`src/rtl/onewire_pkg.sv`:
```
// onewire_pkg
//   Shared definitions for the 1-Wire bit-slot engine:
//   - command encodings (CMD_RESET / CMD_WRITE0 / CMD_WRITE1 / CMD_READ)
//   - slot timing in microseconds, measured from slot start
//   - FSM state enum
//   - microsecond counter width and timing lookup helpers
package onewire_pkg;

    // 10 bits cover the longest slot (960 us) without wrapping.
    localparam int US_CNT_W = 10;

    typedef enum logic [1:0] {
        CMD_RESET  = 2'd0,
        CMD_WRITE0 = 2'd1,
        CMD_WRITE1 = 2'd2,
        CMD_READ   = 2'd3
    } onewire_cmd_t;

    typedef enum logic [1:0] {
        ST_IDLE    = 2'd0,
        ST_LOW     = 2'd1,
        ST_RELEASE = 2'd2,
        ST_DONE    = 2'd3
    } onewire_state_t;

    // Slot timing, microseconds from slot start.
    localparam logic [US_CNT_W-1:0] T_RESET_LOW    = 10'd480;
    localparam logic [US_CNT_W-1:0] T_RESET_SAMPLE = 10'd550;
    localparam logic [US_CNT_W-1:0] T_RESET_TOTAL  = 10'd960;
    localparam logic [US_CNT_W-1:0] T_WRITE0_LOW   = 10'd60;
    localparam logic [US_CNT_W-1:0] T_WRITE1_LOW   = 10'd6;
    localparam logic [US_CNT_W-1:0] T_READ_LOW     = 10'd6;
    localparam logic [US_CNT_W-1:0] T_READ_SAMPLE  = 10'd15;
    localparam logic [US_CNT_W-1:0] T_SLOT_TOTAL   = 10'd70;

    // Length of the driven-low phase for a command.
    function automatic logic [US_CNT_W-1:0] t_low_us(input onewire_cmd_t c);
        case (c)
            CMD_RESET:  return T_RESET_LOW;
            CMD_WRITE0: return T_WRITE0_LOW;
            CMD_WRITE1: return T_WRITE1_LOW;
            default:    return T_READ_LOW;
        endcase
    endfunction

    // Sample point; only meaningful where has_sample() is true.
    function automatic logic [US_CNT_W-1:0] t_sample_us(input onewire_cmd_t c);
        case (c)
            CMD_RESET: return T_RESET_SAMPLE;
            CMD_READ:  return T_READ_SAMPLE;
            default:   return '0;
        endcase
    endfunction

    function automatic logic has_sample(input onewire_cmd_t c);
        return (c == CMD_RESET) || (c == CMD_READ);
    endfunction

    // Whole slot length, including recovery padding.
    function automatic logic [US_CNT_W-1:0] t_total_us(input onewire_cmd_t c);
        return (c == CMD_RESET) ? T_RESET_TOTAL : T_SLOT_TOTAL;
    endfunction

endpackage

```
`src/rtl/onewire_bit_engine_if.sv`:
```
// onewire_bit_engine_if
//   Command / response channel between a byte-level controller (master)
//   and the bit-slot engine (slave).
//   Signals:
//     cmd_valid, cmd  - slot request from the controller
//     cmd_ready       - engine idle
//     rsp_valid       - one-cycle pulse at end of slot
//     rsp_bit         - presence (RESET) or sampled bit (READ), 0 for writes
//     rsp_err         - RESET only: bus still low at end of slot
//     busy            - slot in progress
//
// Handshake: a command transfers on the rising clk edge where cmd_valid and
// cmd_ready are both high. The master must hold cmd_valid and cmd stable
// until that edge; cmd_valid while cmd_ready is low has no effect. There is
// no response back-pressure: rsp_valid is a single-cycle pulse and rsp_bit /
// rsp_err hold their values until the next response.
interface onewire_bit_engine_if;
    import onewire_pkg::*;

    logic         cmd_valid;
    onewire_cmd_t cmd;
    logic         cmd_ready;
    logic         rsp_valid;
    logic         rsp_bit;
    logic         rsp_err;
    logic         busy;

    modport master (
        output cmd_valid,
        output cmd,
        input  cmd_ready,
        input  rsp_valid,
        input  rsp_bit,
        input  rsp_err,
        input  busy
    );

    modport slave (
        input  cmd_valid,
        input  cmd,
        output cmd_ready,
        output rsp_valid,
        output rsp_bit,
        output rsp_err,
        output busy
    );

endinterface

```
`src/rtl/onewire_us_tick.sv`:
```
// onewire_us_tick
//   Microsecond timebase for the bit-slot engine.
//   A prescaler counts 0..US_DIV-1 and asserts tick in its last count; on
//   that edge the prescaler wraps and us_cnt advances by one.
//   Ports:
//     clk, rst  - clock, asynchronous active-high reset
//     clr       - synchronous clear of prescaler and us_cnt (held while idle)
//     tick      - high in the final clock of each microsecond
//     us_cnt    - whole microseconds elapsed since the last clear
module onewire_us_tick
    import onewire_pkg::*;
#(
    parameter int US_DIV = 24
) (
    input  logic                clk,
    input  logic                rst,
    input  logic                clr,
    output logic                tick,
    output logic [US_CNT_W-1:0] us_cnt
);

    localparam int            PW        = $clog2(US_DIV);
    localparam logic [PW-1:0] PRESC_MAX = PW'(US_DIV - 1);
    localparam logic [PW-1:0] PRESC_ONE = PW'(1);
    localparam logic [US_CNT_W-1:0] CNT_ONE = US_CNT_W'(1);

    logic [PW-1:0] presc;

    assign tick = (presc == PRESC_MAX);

    always_ff @(posedge clk or posedge rst) begin
        if (rst) begin
            presc  <= '0;
            us_cnt <= '0;
        end else if (clr) begin
            presc  <= '0;
            us_cnt <= '0;
        end else if (tick) begin
            presc  <= '0;
            us_cnt <= us_cnt + CNT_ONE;
        end else begin
            presc  <= presc + PRESC_ONE;
        end
    end

endmodule

```
`src/rtl/onewire_bit_engine.sv`:
```
// onewire_bit_engine
//   Open-drain 1-Wire bit-slot master. Each accepted command runs one slot
//   (reset/presence, write-0, write-1 or read) and ends with a one-cycle
//   response pulse.
//   Ports:
//     clk, rst   - system clock, asynchronous active-high reset
//     bus        - command/response channel (slave side)
//     pin_o      - data to the IOBUF wrapper, always 0 (open drain)
//     pin_oe     - high = drive the line low; the wrapper handles any OEN
//                  inversion
//     pin_i      - asynchronous pad level from the IOBUF
//     state_dbg  - current FSM state
module onewire_bit_engine
    import onewire_pkg::*;
#(
    parameter int CLK_FREQ_HZ = 24000000
) (
    input  logic                 clk,
    input  logic                 rst,
    onewire_bit_engine_if.slave  bus,
    output logic                 pin_o,
    output logic                 pin_oe,
    input  logic                 pin_i,
    output onewire_state_t       state_dbg
);

    localparam int US_DIV = CLK_FREQ_HZ / 1000000;
    localparam logic [US_CNT_W-1:0] CNT_ONE = US_CNT_W'(1);

    if (((CLK_FREQ_HZ % 1000000) != 0) || (US_DIV < 2)) begin : g_bad_clk
        $error("onewire_bit_engine: CLK_FREQ_HZ must be an integer multiple of 1 MHz and at least 2 MHz");
    end

    // ------------------------------------------------------------------
    // Input synchronizer. Resets to 1 (idle bus level) so a reset never
    // looks like a device pulling low.
    // ------------------------------------------------------------------
    logic [1:0] sync_q;
    logic       sync_i;

    always_ff @(posedge clk or posedge rst) begin
        if (rst) begin
            sync_q <= 2'b11;
        end else begin
            sync_q <= {sync_q[0], pin_i};
        end
    end

    assign sync_i = sync_q[1];

    // ------------------------------------------------------------------
    // Timebase. Held clear while idle so the count starts from zero on the
    // acceptance edge and can never wrap within a slot.
    // ------------------------------------------------------------------
    logic                tick;
    logic [US_CNT_W-1:0] us_cnt;
    onewire_state_t      state_q;

    onewire_us_tick #(
        .US_DIV (US_DIV)
    ) u_us_tick (
        .clk    (clk),
        .rst    (rst),
        .clr    (state_q == ST_IDLE),
        .tick   (tick),
        .us_cnt (us_cnt)
    );

    // ------------------------------------------------------------------
    // FSM: registered state and outputs, next values computed below.
    // ------------------------------------------------------------------
    onewire_state_t state_n;
    onewire_cmd_t   cmd_q, cmd_n;
    logic           samp_q, samp_n;
    logic           pin_oe_q, pin_oe_n;
    logic           cmd_ready_q, cmd_ready_n;
    logic           busy_q, busy_n;
    logic           rsp_valid_q, rsp_valid_n;
    logic           rsp_bit_q, rsp_bit_n;
    logic           rsp_err_q, rsp_err_n;

    logic accept;
    logic at_low_end;
    logic at_sample;
    logic at_total;

    assign accept = (state_q == ST_IDLE) && cmd_ready_q && bus.cmd_valid;

    // us_cnt reaches t on the edge where the count is t-1 and tick is high,
    // which is exactly t*US_DIV edges after acceptance.
    assign at_low_end = tick && (us_cnt == (t_low_us(cmd_q) - CNT_ONE));
    assign at_sample  = tick && has_sample(cmd_q)
                             && (us_cnt == (t_sample_us(cmd_q) - CNT_ONE));
    assign at_total   = tick && (us_cnt == (t_total_us(cmd_q) - CNT_ONE));

    always_ff @(posedge clk or posedge rst) begin
        if (rst) begin
            state_q     <= ST_IDLE;
            cmd_q       <= CMD_RESET;
            samp_q      <= 1'b1;
            pin_oe_q    <= 1'b0;
            cmd_ready_q <= 1'b0;
            busy_q      <= 1'b0;
            rsp_valid_q <= 1'b0;
            rsp_bit_q   <= 1'b0;
            rsp_err_q   <= 1'b0;
        end else begin
            state_q     <= state_n;
            cmd_q       <= cmd_n;
            samp_q      <= samp_n;
            pin_oe_q    <= pin_oe_n;
            cmd_ready_q <= cmd_ready_n;
            busy_q      <= busy_n;
            rsp_valid_q <= rsp_valid_n;
            rsp_bit_q   <= rsp_bit_n;
            rsp_err_q   <= rsp_err_n;
        end
    end

    always_comb begin
        state_n     = state_q;
        cmd_n       = cmd_q;
        samp_n      = samp_q;
        pin_oe_n    = pin_oe_q;
        cmd_ready_n = cmd_ready_q;
        busy_n      = busy_q;
        rsp_valid_n = 1'b0;
        rsp_bit_n   = rsp_bit_q;
        rsp_err_n   = rsp_err_q;

        case (state_q)
            ST_IDLE: begin
                // Ready comes up one edge after reset release and stays up
                // until a command is taken.
                cmd_ready_n = 1'b1;
                if (accept) begin
                    cmd_n       = bus.cmd;
                    samp_n      = 1'b1;
                    cmd_ready_n = 1'b0;
                    busy_n      = 1'b1;
                    pin_oe_n    = 1'b1;
                    state_n     = ST_LOW;
                end
            end

            ST_LOW: begin
                if (at_low_end) begin
                    pin_oe_n = 1'b0;
                    state_n  = ST_RELEASE;
                end
            end

            ST_RELEASE: begin
                if (at_sample) begin
                    samp_n = sync_i;
                end
                // The end-of-slot level is only needed for this one
                // response, so it feeds rsp_err directly instead of being
                // kept in its own register.
                if (at_total) begin
                    state_n     = ST_DONE;
                    rsp_valid_n = 1'b1;
                    case (cmd_q)
                        CMD_RESET: begin
                            rsp_bit_n = ~samp_q;
                            rsp_err_n = ~sync_i;
                        end
                        CMD_READ: begin
                            rsp_bit_n = samp_q;
                            rsp_err_n = 1'b0;
                        end
                        default: begin
                            rsp_bit_n = 1'b0;
                            rsp_err_n = 1'b0;
                        end
                    endcase
                end
            end

            ST_DONE: begin
                state_n     = ST_IDLE;
                cmd_ready_n = 1'b1;
                busy_n      = 1'b0;
            end

            default: begin
                state_n = ST_IDLE;
            end
        endcase
    end

    assign bus.cmd_ready = cmd_ready_q;
    assign bus.busy      = busy_q;
    assign bus.rsp_valid = rsp_valid_q;
    assign bus.rsp_bit   = rsp_bit_q;
    assign bus.rsp_err   = rsp_err_q;

    assign pin_o     = 1'b0;
    assign pin_oe    = pin_oe_q;
    assign state_dbg = state_q;

endmodule

```
`src/flat_wrapper.sv`:
```
// flat-port wrapper written by rule: the top's interface ports become plain ports
module onewire_bit_engine_flat import onewire_pkg::*;
#(
    parameter int CLK_FREQ_HZ = 24000000
)
  (clk, rst, pin_o, pin_oe, pin_i, state_dbg, bus_cmd_valid, bus_cmd, bus_cmd_ready, bus_rsp_valid, bus_rsp_bit, bus_rsp_err, bus_busy);
  onewire_bit_engine_if bus_i ();
  input  logic clk;
  input  logic rst;
  output logic pin_o;
  output logic pin_oe;
  input  logic pin_i;
  output onewire_state_t state_dbg;
  input wire logic [$bits(bus_i.cmd_valid)-1:0] bus_cmd_valid;
  input wire logic [$bits(bus_i.cmd)-1:0] bus_cmd;
  output wire logic [$bits(bus_i.cmd_ready)-1:0] bus_cmd_ready;
  output wire logic [$bits(bus_i.rsp_valid)-1:0] bus_rsp_valid;
  output wire logic [$bits(bus_i.rsp_bit)-1:0] bus_rsp_bit;
  output wire logic [$bits(bus_i.rsp_err)-1:0] bus_rsp_err;
  output wire logic [$bits(bus_i.busy)-1:0] bus_busy;
  assign bus_i.cmd_valid = bus_cmd_valid;
  assign bus_i.cmd = bus_cmd;
  assign bus_cmd_ready = bus_i.cmd_ready;
  assign bus_rsp_valid = bus_i.rsp_valid;
  assign bus_rsp_bit = bus_i.rsp_bit;
  assign bus_rsp_err = bus_i.rsp_err;
  assign bus_busy = bus_i.busy;
  onewire_bit_engine #(.CLK_FREQ_HZ(CLK_FREQ_HZ)) u_core (.clk(clk), .rst(rst), .bus(bus_i), .pin_o(pin_o), .pin_oe(pin_oe), .pin_i(pin_i), .state_dbg(state_dbg));
endmodule
```
`config.mk`:
```
export PLATFORM = sky130hd
export DESIGN_NAME = onewire_bit_engine_flat
export DESIGN_NICKNAME = d
export VERILOG_FILES = /design/src/rtl/onewire_pkg.sv /design/src/rtl/onewire_bit_engine_if.sv /design/src/rtl/onewire_us_tick.sv /design/src/rtl/onewire_bit_engine.sv /design/src/flat_wrapper.sv
export SDC_FILE = /design/constraint.sdc
export NUM_CORES = 1
export LEC_CHECK = 0
export ABC_CLOCK_PERIOD_IN_PS = 2710
export CAP_MARGIN = 10
export CORE_UTILIZATION = 56
export DETAILED_ROUTE_END_ITERATION = 8
export GPL_ROUTABILITY_DRIVEN = 0
export PLACE_DENSITY_LB_ADDON = 0.2
export RECOVER_POWER = 25
export SYNTH_ARGS = -nofsm -noshare
export SYNTH_HDL_FRONTEND = slang
export SYNTH_SLANG_ARGS = --single-unit
```
`constraint.sdc`:
```
create_clock -name clk -period 2.71 [get_ports clk]
set_clock_uncertainty 0.15 [all_clocks]
set_input_delay 0.6775 -clock clk [delete_from_list [all_inputs] [get_ports clk]]
set_output_delay 0.6775 -clock clk [all_outputs]
set_load 0.005 [all_outputs]
```
# Yosys cells after proc, flatten, opt, wreduce, memory -nomap -nowiden
# Cells that the tools add are included.
# totals
regBits	28
in_bits	6
output_inout_bits	9
wordCells	74
# classes
n_addsub	5
n_eq_ne	13
muxes	23
bitwise	2
n_reduce_logical	19
# op_table
cell	n
$eq 10x10->1	3
$mux 10	3
$pmux 10 s2	1
$sub 10x1->10 const B	2
$pmux 9 s2	1
$add 10x1->10 const B	1
$mux 5	2
$pmux 1 s2	5
$sub 9x1->10 const B	1
$reduce_and 3->1	3
$ne 2x1->1 const B	4
$pmux 2 s4	1
$reduce_bool 2->1	4
$mux 1	7
$eq 2x2->1 const B	3
$logic_and 1x1->1	6
$mux 2	3
$reduce_and 2->1	3
$add 5x1->5 const B	1
$eq 5x5->1 const B	1
$eq 2x1->1 const B	2
$logic_not 2->1	2
$not 1->1	2
$logic_or 1x1->1	1

# Depth between registers and ports, before layout
# Gate-level depths: netlist of the first run.
# logic_depth
word_depth	7
depth_mapped	8
ltp_nobuf	7

# Cells and area by module
# Synthesis of the first run repeated with hierarchy kept, for this count alone.
# unflattened
cells_unflattened	162
hier_area_um2	1602.8
# modules_own_cells
mod	instances	cells_per_inst	area_per_inst_um2	seq_area_each_um2
onewire_bit_engine	1	92	894.6	329.1
onewire_us_tick	1	70	708.2	375.4

# Worst setup path before layout of the first run
# Ideal clock, no wire load.
# synth_timing
path_type	register to register
startpoint	reg u_core.cmd_q[0]
endpoint	reg u_core.state_q[1], in the netlist u_core.state_dbg[1]
setup_time_ns	0.125
t_arrival_ns	1.796
required_ns	2.435
setup_slack_ns	0.639
path_stages_with_launch	9
path_buffers	1
period_less_slack_ns	2.071
path_cell_list	dfrtp_1 -> inv_1 -> ha_1 -> buf_2 -> nor3_1 -> o2bb2a_1 -> nor3_1 -> o211ai_1 -> mux2_4
# synth_between
elab_chain_len	7
word_cells_on_any_way	13
# synth_rtl
item	line	rtl
from (decl)	onewire_bit_engine.sv:73	onewire_cmd_t cmd_q, cmd_n;
from (signal assigned)	onewire_bit_engine.sv:109	cmd_q <= cmd_n;
$eq 2x1->1 or $logic_not 2->1 (tied branches)	onewire_pkg.sv:38, onewire_pkg.sv:61	
$pmux 9 s2 or $mux 10 (tied branches)	onewire_pkg.sv:38, onewire_pkg.sv:61	
$sub 9x1->10 or $sub 10x1->10 (tied branches)	onewire_bit_engine.sv:91, onewire_bit_engine.sv:94	
$eq 10x10->1 (on tied branches)	onewire_bit_engine.sv:91, onewire_bit_engine.sv:94	
$logic_and 1x1->1 (on tied branches)	onewire_bit_engine.sv:91, onewire_bit_engine.sv:94	
$ne 2x1->1 (no line)	n/a	
$reduce_and 3->1 (no line) (*)	n/a	
to (signal assigned)	onewire_bit_engine.sv:108	state_q <= state_n;
to (decl)	onewire_bit_engine.sv:57	onewire_state_t state_q;
# Mark *: on every way between the ends. The rest lies on a longest branch, timed or not.
# A chain may end at the register's enable or synchronous reset.

# Worst setup path after layout of the first run
# layout_timing
startpoint	reg u_core.cmd_q[0]
endpoint	reg u_core.samp_q
# layout_between
elab_chain_len	7
word_cells_on_any_way	10
# layout_rtl
item	line	rtl
$eq 2x2->1 or $logic_not 2->1 (tied branches)	onewire_pkg.sv:48, onewire_pkg.sv:56	
$pmux 10 s2	onewire_pkg.sv:48	case (c)
$sub 10x1->10	onewire_bit_engine.sv:93	&& (us_cnt == (t_sample_us(cmd_q) - CNT_ONE));
$eq 10x10->1	onewire_bit_engine.sv:93	
$logic_and 1x1->1 (*)	onewire_bit_engine.sv:93	
$ne 2x1->1 (no line) (*)	n/a	
$reduce_and 3->1 (no line) (*)	n/a	
to (signal assigned)	onewire_bit_engine.sv:110	samp_q <= samp_n;
to (decl)	onewire_bit_engine.sv:74	logic samp_q, samp_n;
# Marks and branches as above.

==> results of run 1 <==
power by group:
| part | internal [µW] | total (µW) | switching, µW |
|---|---|---|---|
| logic | 6.47 | 15.9 | 9.47 |
| clock network | 82.4 | 206 | 123 |
| registers | 421 | 421 | 0.582 |
stage by stage:
step / util / area (µm²) / setup WS (ns) / power [µW] / instances
after floorplan: - / 1617 / 0.6390 / 436.8 / 160
after global placement: 0.6407 / 1752 / 0.4125 / 446.2 / 198
after detailed placement: 0.6407 / 1752 / 0.3584 / 446.8 / 198
after CTS: 0.6540 / 1788 / 0.3068 / 653.3 / 202
after global routing: 0.6526 / 1784 / 0.07529 / 665.3 / 202
final: 0.6526 / 1784 / 0.3036 / 643.0 / 202
worst max path at each step:
| stage | depth (start not counted) | end | startpoint |
|---|---|---|---|
| after floorplan | 8 | u_core.state_dbg[1] | u_core.cmd_q[0] |
| after global placement | 7 | u_core.samp_q | u_core.cmd_q[1] |
| after detailed placement | 7 | u_core.samp_q | u_core.cmd_q[0] |
| after CTS | 7 | u_core.samp_q | u_core.cmd_q[0] |
| after global routing | 3 | u_core.u_us_tick.us_cnt[4] | rst |
| final | 7 | u_core.samp_q | u_core.cmd_q[0] |
cell type report:
cell class	instances	share of cell area
Tap cell	31	0.02174
Clock buffer	4	0.02034
Multi-Input combinational cell	112	0.4565
Timing Repair Buffer	16	0.08345
Sequential cell	28	0.3948
Inverter	11	0.02314
cells in the mapped netlist, types with 3 or more instances:
cell type and instances:
sky130_fd_sc_hd__xnor2_1 7, sky130_fd_sc_hd__nand4b_1 3, sky130_fd_sc_hd__a21oi_1 5, sky130_fd_sc_hd__inv_1 11, sky130_fd_sc_hd__nor3_1 9, sky130_fd_sc_hd__nor2_1 16, sky130_fd_sc_hd__dfstp_2 3, sky130_fd_sc_hd__dfrtp_1 25
sky130_fd_sc_hd__ha_1 10, sky130_fd_sc_hd__mux2_2 5, sky130_fd_sc_hd__nand2_1 9, sky130_fd_sc_hd__buf_4 3, sky130_fd_sc_hd__xor2_1 5, sky130_fd_sc_hd__a22oi_1 3, sky130_fd_sc_hd__nand3_1 7
state kept, by name, summed over array words and instances (netlist names):
signal and cells:
u_core.state_dbg 2, u_core.sync_q 2, u_core.bus.rsp_valid 1, u_core.cmd_q 2, u_core.pin_oe 1, u_core.u_us_tick.us_cnt 10, u_core.bus.rsp_err 1, u_core.samp_q 1
u_core.bus.cmd_ready 1, u_core.bus.busy 1, u_core.u_us_tick.presc 5, u_core.bus.rsp_bit 1
critical path: cells and delay by family (launching register included):
kind            cells  cell delay (ns)
compound gates      3             0.73
simple gates        2             0.56
flops               1             0.46
fa+ha+maj           1             0.36
buf+inv             1             0.08
cell families after synthesis:
family                     after synthesis  synth area share
DFF                                     28            0.4358
AOI/OAI and AO/OA                       20           0.09752
other                                    1          0.002320
xor gates and xnor gates                12           0.06501
adders and majority gates               10           0.07740
and+or+nand+nor                         62            0.2113
muxes                                    7           0.05030
buffers and inverters                   20           0.06037
layer usage:
| metal | vias to the layer above | share of wire | global-route usage |
|---|---|---|---|
| met5 | - | 0 | 0 |
| met4 | 0 | 0.030 | 0.09643 |
| met3 | 17 | 0.043 | 0.02326 |
| met2 | 39 | 0.48 | 0.3580 |
| met1 | 577 | 0.45 | 0.2763 |
| li1 | 573 | - | - |
==> impl_results.html, run 1 <==
<table>
<tr><th>Metric</th><th>Value</th></tr>
<tr><th colspan="2">Status</th></tr>
<tr><td>Outcome</td><td>finished, violations left</td></tr>
<tr><td>Violated checks</td><td>max-capacitance violations, max-slew violations</td></tr>
<tr><th colspan="2">Clock tree</th></tr>
<tr><td>Clk Latency, worst-skew pair</td><td>0.33 ns</td></tr>
<tr><td>Clock slew seen by the registers of the worst setup and hold paths</td><td>0.15 ns</td></tr>
<tr><td>Root Buffer</td><td>sky130_fd_sc_hd__clkbuf_4</td></tr>
<tr><td>Postcts setup bufs</td><td>0</td></tr>
<tr><td>Buffer levels on the longest clock path</td><td>2</td></tr>
<tr><td>Number of buffers inserted during clock tree synthesis</td><td>3</td></tr>
<tr><td>Resized cells post-CTS</td><td>0</td></tr>
<tr><td>TritonCTS clock tree</td><td>done</td></tr>
<tr><td>H-Tree Depth</td><td>1</td></tr>
<tr><td>Number of sinks driven by the clock tree</td><td>28</td></tr>
<tr><td>Hold-fix buffers, CTS</td><td>0</td></tr>
<tr><th colspan="2">STA</th></tr>
<tr><td>Final setup vio count</td><td>0</td></tr>
<tr><td>Post-Route Hold Slack</td><td>0.2179 ns</td></tr>
<tr><td>RSZ-0062 raised after global routing</td><td>false</td></tr>
<tr><td>Period utilization</td><td>0.8880</td></tr>
<tr><td>Sum of negative setup slack</td><td>0 ns</td></tr>
<tr><td>Fin. Hold Viols</td><td>0</td></tr>
<tr><td>Worst slew margin relative to its limit</td><td>-0.001082</td></tr>
<tr><td>Transition at the pin with the smallest max-transition slack</td><td>1.502 ns</td></tr>
<tr><td>Minimum clock period after layout</td><td>2.406 ns</td></tr>
<tr><td>Number of slew-limit violations in the final report</td><td>28</td></tr>
<tr><td>Max Fclk</td><td>0.4156 GHz</td></tr>
<tr><th colspan="2">Cells and area</th></tr>
<tr><td>Fraction of final layout cells sized beyond drive strength 1</td><td>0.1228</td></tr>
<tr><td>Net count of the finished layout</td><td>188</td></tr>
<tr><td>Most common library cell in the layout ignoring fill and taps</td><td>sky130_fd_sc_hd__dfrtp_1</td></tr>
<tr><td>Fill cell instance count of the final layout</td><td>218</td></tr>
<tr><td>Diodes inserted</td><td>0</td></tr>
<tr><td>Area added between synthesis and finish</td><td>10.37%</td></tr>
<tr><td>Top library cells by usage in the layout, fill and taps aside</td><td>sky130_fd_sc_hd__dfrtp_1, sky130_fd_sc_hd__nor2_1, sky130_fd_sc_hd__inv_1, sky130_fd_sc_hd__clkdlybuf4s50_1, sky130_fd_sc_hd__ha_1</td></tr>
<tr><td>Multi-input logic area</td><td>814.5 µm²</td></tr>
<tr><td>Area taken by flip-flops and latches</td><td>704.4 µm²</td></tr>
<tr><th colspan="2">Drt</th></tr>
<tr><td>Count of routing violations after the opening detailed-route iteration</td><td>36</td></tr>
<tr><td>Post-detailed-routing wire length</td><td>2976 µm</td></tr>
<tr><td>Iteration count of the initial detailed-routing pass</td><td>4</td></tr>
<tr><td>Routed Antenna Nets</td><td>0</td></tr>
<tr><td>Wire per inst</td><td>14.73 µm</td></tr>
<tr><td>Final routed DRC violation total</td><td>0</td></tr>
<tr><td>Per-cell via count in the routed design</td><td>5.970</td></tr>
<tr><td>Via count</td><td>1206</td></tr>
<tr><th colspan="2">Power</th></tr>
<tr><td>Power per Cell Area</td><td>360.4 nW/µm²</td></tr>
<tr><td>Total leakage power</td><td>0.0007904 µW</td></tr>
<tr><td>Worst voltage drop across the vdd grid</td><td>363.2 µV</td></tr>
<tr><th colspan="2">Global route</th></tr>
<tr><td>Global router's overall resource usage</td><td>0.2128</td></tr>
<tr><td>Maximum number of pins on one net before global-route repair</td><td>29</td></tr>
<tr><td>First-pass GRT wire length</td><td>5237 µm</td></tr>
<tr><td>Number of antenna violations at the first check in global routing</td><td>0</td></tr>
<tr><td>Via count of the first global-routing pass</td><td>1201</td></tr>
<tr><td>Total global routing overflow</td><td>0</td></tr>
<tr><th colspan="2">Setup path</th></tr>
<tr><td>Reg-to-Reg End</td><td>u_core.samp_q</td></tr>
<tr><td>Register-to-register setup slack</td><td>0.30 ns</td></tr>
<tr><td>CP Launch Type</td><td>flip-flop</td></tr>
<tr><td>Library cell contributing the largest single delay on the critical path</td><td>sky130_fd_sc_hd__dfrtp_1</td></tr>
<tr><td>Critical path required time</td><td>2.83 ns</td></tr>
<tr><td>Largest driver fanout on the critical path</td><td>11</td></tr>
<tr><td>CP Capture Type</td><td>flip-flop</td></tr>
<tr><td>Critical Setup Path Class</td><td>reg2reg</td></tr>
<tr><td>Data arrival time of the critical path</td><td>2.52 ns</td></tr>
<tr><td>Count of cells along the worst register-to-register path</td><td>7</td></tr>
<tr><td>Cells along the critical path</td><td>inv_1 &gt; ha_1 &gt; or3b_4 &gt; a2111oi_2 &gt; nand3_1 &gt; o2bb2ai_1 &gt; a211oi_2</td></tr>
<tr><td>Launching point of the worst reg2reg path</td><td>u_core.cmd_q[0]</td></tr>
<tr><td>Biggest cell delay along the critical path</td><td>0.46 ns</td></tr>
<tr><th colspan="2">Floorplan</th></tr>
<tr><td>Horiz. Die Dim</td><td>55.73 µm</td></tr>
<tr><td>Core outline area</td><td>2734 µm²</td></tr>
<tr><td>Starting Density</td><td>0.5913</td></tr>
<tr><td>Height of the chip</td><td>55.73 µm</td></tr>
<tr><td># rows</td><td>19</td></tr>
<tr><td>Die Footprint</td><td>3105 µm²</td></tr>
<tr><td>I/O pins</td><td>15</td></tr>
<tr><th colspan="2">Yosys</th></tr>
<tr><td>Number of enable flip-flop cells after synthesis</td><td>0</td></tr>
<tr><td>Fraction of post-synthesis cell area in the top cell type by area</td><td>0.3870</td></tr>
<tr><td>Largest cells by area after synthesis</td><td>sky130_fd_sc_hd__dfrtp_1, sky130_fd_sc_hd__ha_1, sky130_fd_sc_hd__dfstp_2</td></tr>
<tr><td>Top FF cell, synth</td><td>sky130_fd_sc_hd__dfrtp_1</td></tr>
<tr><td>Sequential area share after synthesis</td><td>0.4358</td></tr>
<tr><td>Number of distinct standard cells referenced by the synthesized netlist</td><td>47</td></tr>
<tr><td>Combined area of all synthesized cells</td><td>1617 µm²</td></tr>
<tr><td>Cell count after synthesis</td><td>160</td></tr>
<tr><td>Post-Synthesis Mean Instance Area</td><td>10.10 µm²</td></tr>
<tr><td>Post-Syn Nets</td><td>176</td></tr>
<tr><td>Cell type contributing the most total cell area after synthesis</td><td>sky130_fd_sc_hd__dfrtp_1</td></tr>
<tr><td>Fraction of registers with async set/reset</td><td>1.000</td></tr>
<tr><td>Flops &amp; latches, synth</td><td>28</td></tr>
<tr><td>Total of warnings raised by yosys</td><td>0</td></tr>
<tr><th colspan="2">Hold path</th></tr>
<tr><td>Min-Delay Startpoint</td><td>u_core.sync_q[0]</td></tr>
<tr><td>Cell depth of the worst hold path</td><td>0</td></tr>
<tr><td>Worst hold endpoint</td><td>u_core.sync_q[1]</td></tr>
<tr><td>Worst hold path class</td><td>reg2reg</td></tr>
<tr><th colspan="2">Run</th></tr>
<tr><td>Total of max-cap violations</td><td>1</td></tr>
<tr><th colspan="2">Placement</th></tr>
<tr><td>Port buffer count</td><td>13</td></tr>
<tr><td>DPL Wire Length</td><td>2206 µm</td></tr>
</table>
Power figures use the tool's default switching activity.
==> inputs of run 2 (changes only) <==
SKIP_LAST_GASP = 1   (was default)
==> results of run 2 <==
Final layout, timing and power as in run 1 (identical DEF).
